**config.mk**
```make
export PLATFORM = sky130hd
export DESIGN_NAME = gpio_uart_rx
export DESIGN_NICKNAME = d
export VERILOG_FILES = /design/src/rtl/gpio_uart_rx.sv
export SDC_FILE = /design/constraint.sdc
export NUM_CORES = 1
export LEC_CHECK = 0
export CORE_ASPECT_RATIO = 1.1
export CORE_MARGIN = 10
export CORE_UTILIZATION = 53
export DETAILED_ROUTE_END_ITERATION = 7
export GPL_ROUTABILITY_DRIVEN = 0
export PLACE_DENSITY_LB_ADDON = 0.3
export SLEW_MARGIN = 5
export SYNTH_ARGS = -nofsm -noshare
export SYNTH_HDL_FRONTEND = slang
export SYNTH_SLANG_ARGS = --single-unit
```
**constraint.sdc**
```tcl
create_clock -name i_clk -period 1.6 [get_ports i_clk]
set_input_delay 0.32 -clock i_clk [delete_from_list [all_inputs] [get_ports i_clk]]
set_output_delay 0.32 -clock i_clk [all_outputs]
set_load 0.005 [all_outputs]
```
**src/rtl/gpio_uart_rx.sv**
```systemverilog
// 8N1 idle-high serial receiver for the remote controller link. It holds the last
// good byte and clears it to "no buttons" when the link goes quiet.
module gpio_uart_rx #(
    parameter int CLKS_PER_BIT   = 434,
    parameter int TIMEOUT_CYCLES = 5_000_000
) (
    input  logic       i_clk,
    input  logic       i_rst,
    input  logic       i_rx,
    output logic [7:0] o_data,
    output logic       o_valid,
    output logic       o_frame_err,
    output logic       o_stale,
    output logic [2:0] dbg_state
);

    localparam int BW = (CLKS_PER_BIT > 1) ? $clog2(CLKS_PER_BIT) : 1;
    localparam int TW = (TIMEOUT_CYCLES > 1) ? $clog2(TIMEOUT_CYCLES) : 1;
    localparam logic [BW-1:0] HALF_M1 = BW'(CLKS_PER_BIT / 2 - 1);
    localparam logic [BW-1:0] FULL_M1 = BW'(CLKS_PER_BIT - 1);
    localparam logic [TW-1:0] TO_MAX  = TW'(TIMEOUT_CYCLES - 1);
    localparam logic [TW-1:0] TO_PRE  = TW'(TIMEOUT_CYCLES - 2);

    typedef enum logic [2:0] {
        IDLE  = 3'd0,
        START = 3'd1,
        DATA  = 3'd2,
        STOP  = 3'd3,
        BREAK = 3'd4
    } state_t;

    state_t        state_q, state_d;
    logic          rx_m, rx_s;
    logic [BW-1:0] bc_q, bc_d;
    logic [2:0]    idx_q, idx_d;
    logic [7:0]    shift_q, shift_d;
    logic [7:0]    data_q, data_d;
    logic          valid_q, valid_d;
    logic          ferr_q, ferr_d;
    logic          stale_q, stale_d;
    logic [TW-1:0] to_cnt_q, to_cnt_d;

    always_ff @(posedge i_clk) begin
        if (i_rst) begin
            rx_m     <= 1'b1;
            rx_s     <= 1'b1;
            state_q  <= IDLE;
            bc_q     <= '0;
            idx_q    <= '0;
            shift_q  <= '0;
            data_q   <= '0;
            valid_q  <= 1'b0;
            ferr_q   <= 1'b0;
            stale_q  <= 1'b1;
            to_cnt_q <= '0;
        end else begin
            rx_m     <= i_rx;
            rx_s     <= rx_m;
            state_q  <= state_d;
            bc_q     <= bc_d;
            idx_q    <= idx_d;
            shift_q  <= shift_d;
            data_q   <= data_d;
            valid_q  <= valid_d;
            ferr_q   <= ferr_d;
            stale_q  <= stale_d;
            to_cnt_q <= to_cnt_d;
        end
    end

    always_comb begin
        state_d  = state_q;
        bc_d     = bc_q;
        idx_d    = idx_q;
        shift_d  = shift_q;
        data_d   = data_q;
        valid_d  = 1'b0;
        ferr_d   = 1'b0;
        stale_d  = stale_q;
        to_cnt_d = (to_cnt_q == TO_MAX) ? to_cnt_q : to_cnt_q + 1'b1;

        // Expiry is evaluated first so a good frame on the same cycle overrides it.
        if (to_cnt_q == TO_PRE) begin
            data_d  = 8'h00;
            stale_d = 1'b1;
        end

        unique case (state_q)
            IDLE: begin
                if (!rx_s) begin
                    state_d = START;
                    bc_d    = '0;
                end
            end
            START: begin
                if (bc_q == HALF_M1) begin
                    bc_d    = '0;
                    idx_d   = '0;
                    state_d = rx_s ? IDLE : DATA;
                end else begin
                    bc_d = bc_q + 1'b1;
                end
            end
            DATA: begin
                if (bc_q == FULL_M1) begin
                    bc_d           = '0;
                    shift_d[idx_q] = rx_s;
                    if (idx_q == 3'd7) state_d = STOP;
                    else               idx_d   = idx_q + 1'b1;
                end else begin
                    bc_d = bc_q + 1'b1;
                end
            end
            STOP: begin
                if (bc_q == FULL_M1) begin
                    bc_d = '0;
                    if (rx_s) begin
                        data_d   = shift_q;
                        valid_d  = 1'b1;
                        stale_d  = 1'b0;
                        to_cnt_d = '0;
                        state_d  = IDLE;
                    end else begin
                        ferr_d  = 1'b1;
                        state_d = BREAK;
                    end
                end else begin
                    bc_d = bc_q + 1'b1;
                end
            end
            BREAK: begin
                if (rx_s) state_d = IDLE;
            end
            default: state_d = IDLE;
        endcase
    end

    // o_valid is a one-cycle strobe with no ready: the consumer must take o_data that cycle.
    assign o_data      = data_q;
    assign o_valid     = valid_q;
    assign o_frame_err = ferr_q;
    assign o_stale     = stale_q;
    assign dbg_state   = state_q;

endmodule
```
==> metrics.md <==
| Metric | Value |
|---|---|
| Placed standard-cell area | `3448 sq um` |
| Failing checks | `negative setup slack` |
| Synthesized cell area | `2765 sq um` |
| Net load switching power | `0.0007996 W` |
| CP max stage cell | `sky130_fd_sc_hd__or3b_4` |
| Reported max-cap violation count | `0` |
| CTS H-tree depth | `3` |
| Sw frac | `25.81%` |
| Worst path max stage delay | `0.41 ns` |
| Cells on worst reg2reg path | `6` |
| Family of cells with the greatest summed delay on the critical path | `compound AO/OA/AOI/OAI gates` |
| Sinks on Clock Net | `59` |
| Arrival time worst endpoint | `2.12 ns` |
| Seq pwr share | `48.1%` |
| Number of vias in the routed layout | `2807` |
| Fillers | `262` |
| Synth top area cells | `sky130_fd_sc_hd__dfxtp_1 (43%), sky130_fd_sc_hd__nor2_1 (5.0%), sky130_fd_sc_hd__xor2_1 (4.4%), sky130_fd_sc_hd__nand2_1 (3.8%), sky130_fd_sc_hd__nand3_1 (3.8%)` |
| Number of cells on the worst hold path | `1` |
| Startpoint types | `flop` |
| Start point of the critical path | `dbg_state[2]$_SDFFE_PP0P_` |
| Slew at the pin with the worst max-slew slack | `0.3747 ns` |
| Buffers & Inverters on Critical Path | `1` |
| Final net count | `411` |
| IO buf count | `16` |
| Leftover overflow at the end of global routing | `0` |
| CP endpoint | `idx_q[2]$_SDFFE_PP0P_` |
| Via count of the first global-routing pass | `2617` |
| Minimum setup slack after placement | `-0.2185 ns` |
| Unrepaired setup endpoints after global routing | `yes` |
| Worst hold-check slack | `0.4047 ns` |
| Post-route cell area | `4222 sq um` |
| Class of the worst hold path | `flop to flop` |
| Final setup fails | `48` |
| Sum of net half-perimeters after detailed placement | `4700 microns` |
| CTS tree | `built` |
| Number of failing hold endpoints at the final stage | `0` |
| Reg2reg start | `dbg_state[2]$_SDFFE_PP0P_` |
| Max Slew Vio Count | `0` |
| Share of the cycle needed by the critical path after routing | `114.8%` |
| Routed WL | `8607 microns` |
| Avg Cell Area, Syn | `8.834 sq um` |
| First-pass GRT wire length | `12050 microns` |
| Total I/O pin count | `17` |
| Setup Skew | `0.01006 ns` |
| WP data required | `1.88 ns` |
| Largest voltage drop on the vdd net | `0.0006626 V` |
| Maximum number of pins on one net before global-route repair | `23` |
| Clock period minus worst slack | `1.836 ns` |
| Category of the critical setup timing path | `flop to flop` |
| Count of different cell masters after synthesis | `48` |
| Largest driver fanout on the critical path | `4` |
| Worst-skew pair later-pin latency | `0.35 ns` |
| Cell row count | `27` |
| Slack of the worst reg-to-reg path | `-0.24 ns` |
| Worst rel slew slack | `74.76%` |
| Warning count from the yosys run | `0` |
| Endpoint of the lowest-slack register-to-register path | `idx_q[2]$_SDFFE_PP0P_` |
| Clock share of power | `45.9%` |
| Placeable core area | `5034 sq um` |
| Total GRT Usage | `17.93%` |
| Synth Net Count | `323` |
| Initial cell density of the core | `54.93%` |
| Antenna violations before repair | `0` |
| Root Buffer | `sky130_fd_sc_hd__clkbuf_8` |
| Leakage dissipation | `1.634 nW` |
| Endpoint type of the worst setup path | `flop` |
| Pwr per Cell Area | `733.9 nW/um^2` |
| Most used cells in the layout excluding fill and tap cells | `sky130_fd_sc_hd__buf_4 (54), sky130_fd_sc_hd__dfxtp_1 (40), sky130_fd_sc_hd__nand2_1 (25)` |
| Cell type with the highest aggregate area in the netlist | `sky130_fd_sc_hd__dfxtp_1` |
| Layout cell share with drive strength beyond 1 | `46.31%` |
| Via count normalized by instance count | `6.050` |
| Die height | `95.76 microns` |
| Die area | `8510 sq um` |
| 1st-iter DRT viols | `150` |
| Footprint of the multi-input gates | `1918 sq um` |
| Per-cell routed wire length | `18.55 microns` |
| Run status | `complete, but fails checks` |
| Ordered cell list for the critical path | `or3b_4, o21a_1, a211o_1, buf_6, or2_1, a21oi_1` |
| Gate count after technology mapping | `313` |
| Instance count on the critical path | `6` |
| Sequential cell area | `1205 sq um` |
| Clock-pin slew reported for the worst setup and hold paths after clock tree synthesis | `0.08 ns` |
| Number of buffers inserted during clock tree synthesis | `9` |
| Internal Power | `0.002299 W` |
| Seq/Total Area, Yosys | `42.71%` |
| Total DRC errors in the routed layout | `0` |
| Maximum clock path buffer count | `2` |
| Max Clock Freq | `544.6 MHz` |
| Number of nets still failing antenna checks after routing | `0` |
| Gate power share | `6.0%` |
| Most common library cell in the layout ignoring fill and taps | `sky130_fd_sc_hd__buf_4` |
| Synth-to-layout area growth | `52.67%` |
| Detailed-router iteration count before antenna repair | `4` |
| Proportion of netlist area held by the largest area contributor | `42.71%` |
| Total of flip-flops plus latches after synthesis | `59` |
| # diodes | `0` |
| Min setup slack post-route | `-0.2362 ns` |
| Overall die width | `88.87 microns` |
==> cell type report <==
| type | count | share of cell area (%) |
|---|---|---|
| Tap cell | 58 | 1.719 |
| Timing Repair Buffer | 89 | 19.00 |
| Sequential cell | 59 | 28.54 |
| Multi-Input combinational cell | 236 | 45.44 |
| Inverter | 6 | 0.5335 |
| Clock buffer | 9 | 2.934 |
| Clock inverter | 7 | 1.838 |
==> metal layers <==
layer	global-route usage [%]	part of all wire, %	vias up
met2	30.81	53	100
met5	0	0	-
met4	11.05	4.3	0
li1	-	-	1294
met3	3.212	4.5	35
met1	20.12	39	1378
==> how the worst min path moves through the flow <==
stage | startpoint | endpoint | slack [ns]
detailed placement | rx_m$_SDFF_PP1_ | rx_s$_SDFF_PP1_ | 0.40
CTS | rx_m$_SDFF_PP1_ | rx_s$_SDFF_PP1_ | 0.41
floorplan | rx_m$_SDFF_PP1_ | rx_s$_SDFF_PP1_ | 0.39
global route | rx_m$_SDFF_PP1_ | rx_s$_SDFF_PP1_ | 0.42
finish | rx_m$_SDFF_PP1_ | rx_s$_SDFF_PP1_ | 0.40
global placement | rx_m$_SDFF_PP1_ | rx_s$_SDFF_PP1_ | 0.39
==> synthesized netlist by cell type (all sizes together) <==
library cell	instances
and2b	1
or3b	2
or3	10
and4b	2
nand2b	3
o21bai	1
nor2	37
and2	1
ha	7
and4bb	1
nand3b	4
a211o	1
inv	6
xnor2	4
nand2	28
a22oi	2
or4	1
mux2i	9
nand3	21
o21ai	8
and4	4
buf	4
dfxtp	59
xor2	14
nor4b	5
a21oi	15
or2b	2
nand4	9
or4b	1
clkbuf	8
a31oi	6
o21a	1
a21o	1
a22o	8
and3	6
nor4bb	2
a211oi	2
or2	6
nor3	6
nor3b	4
a41o	1
==> power groups by stage <==
stage	clock [W]	combinational [W]	sequential [W]
6_report	0.00142	0.000187	0.00149
5_1_grt	0.00148	0.000201	0.00149
4_1_cts	0.00141	0.000142	0.00149
3_5_place_dp	0	0.000126	0.00152
3_3_place_gp	0	0.000122	0.00152
2_1_floorplan	0	0.0000687	0.00152
==> repair_timing <==
| item | CTS | global route |
|---|---|---|
| hold buffers | 0 | 0 |
| setup endpoints to repair | 52 | 54 |
| gates cloned | 2 | 1 |
| pin swaps | 35 | 30 |
| buffers inserted | 6 | 9 |
| resized for setup | 46 | 83 |
==> worst register-to-register path: stages (launching register included) <==
cell and delay (ns):
sky130_fd_sc_hd__dfxtp_2 0.34, sky130_fd_sc_hd__or3b_4 0.41, sky130_fd_sc_hd__o21a_1 0.20, sky130_fd_sc_hd__a211o_1 0.32, sky130_fd_sc_hd__buf_6 0.14, sky130_fd_sc_hd__or2_1 0.21, sky130_fd_sc_hd__a21oi_1 0.15
==> state kept, by name, summed over array words and instances (netlist names), 3 cells and up <==
| name | cells |
|---|---|
| bc_q | 9 |
| dbg_state | 3 |
| idx_q | 3 |
| o_data | 8 |
| shift_q | 8 |
| to_cnt_q | 23 |
==> through the flow <==
stage	cells	util, %	TNS, ns	power, W
floorplan	313	-	-0.3983	0.001590
global placement	434	68.51	-2.191	0.001642
detailed placement	434	68.51	-3.171	0.001646
CTS	458	76.58	-2.344	0.003040
global route	464	83.87	-8.994	0.003174
finish	464	83.87	-5.312	0.003098
==> cell families after synthesis <==
group | share of synthesized area [%]
mux | 3.258
xor+xnor | 5.701
fa+ha+maj | 3.167
flops | 42.71
buf+inv | 2.850
compound gates | 11.04
simple gates | 31.27
No activity file was read; power rests on OpenSTA's default activity.
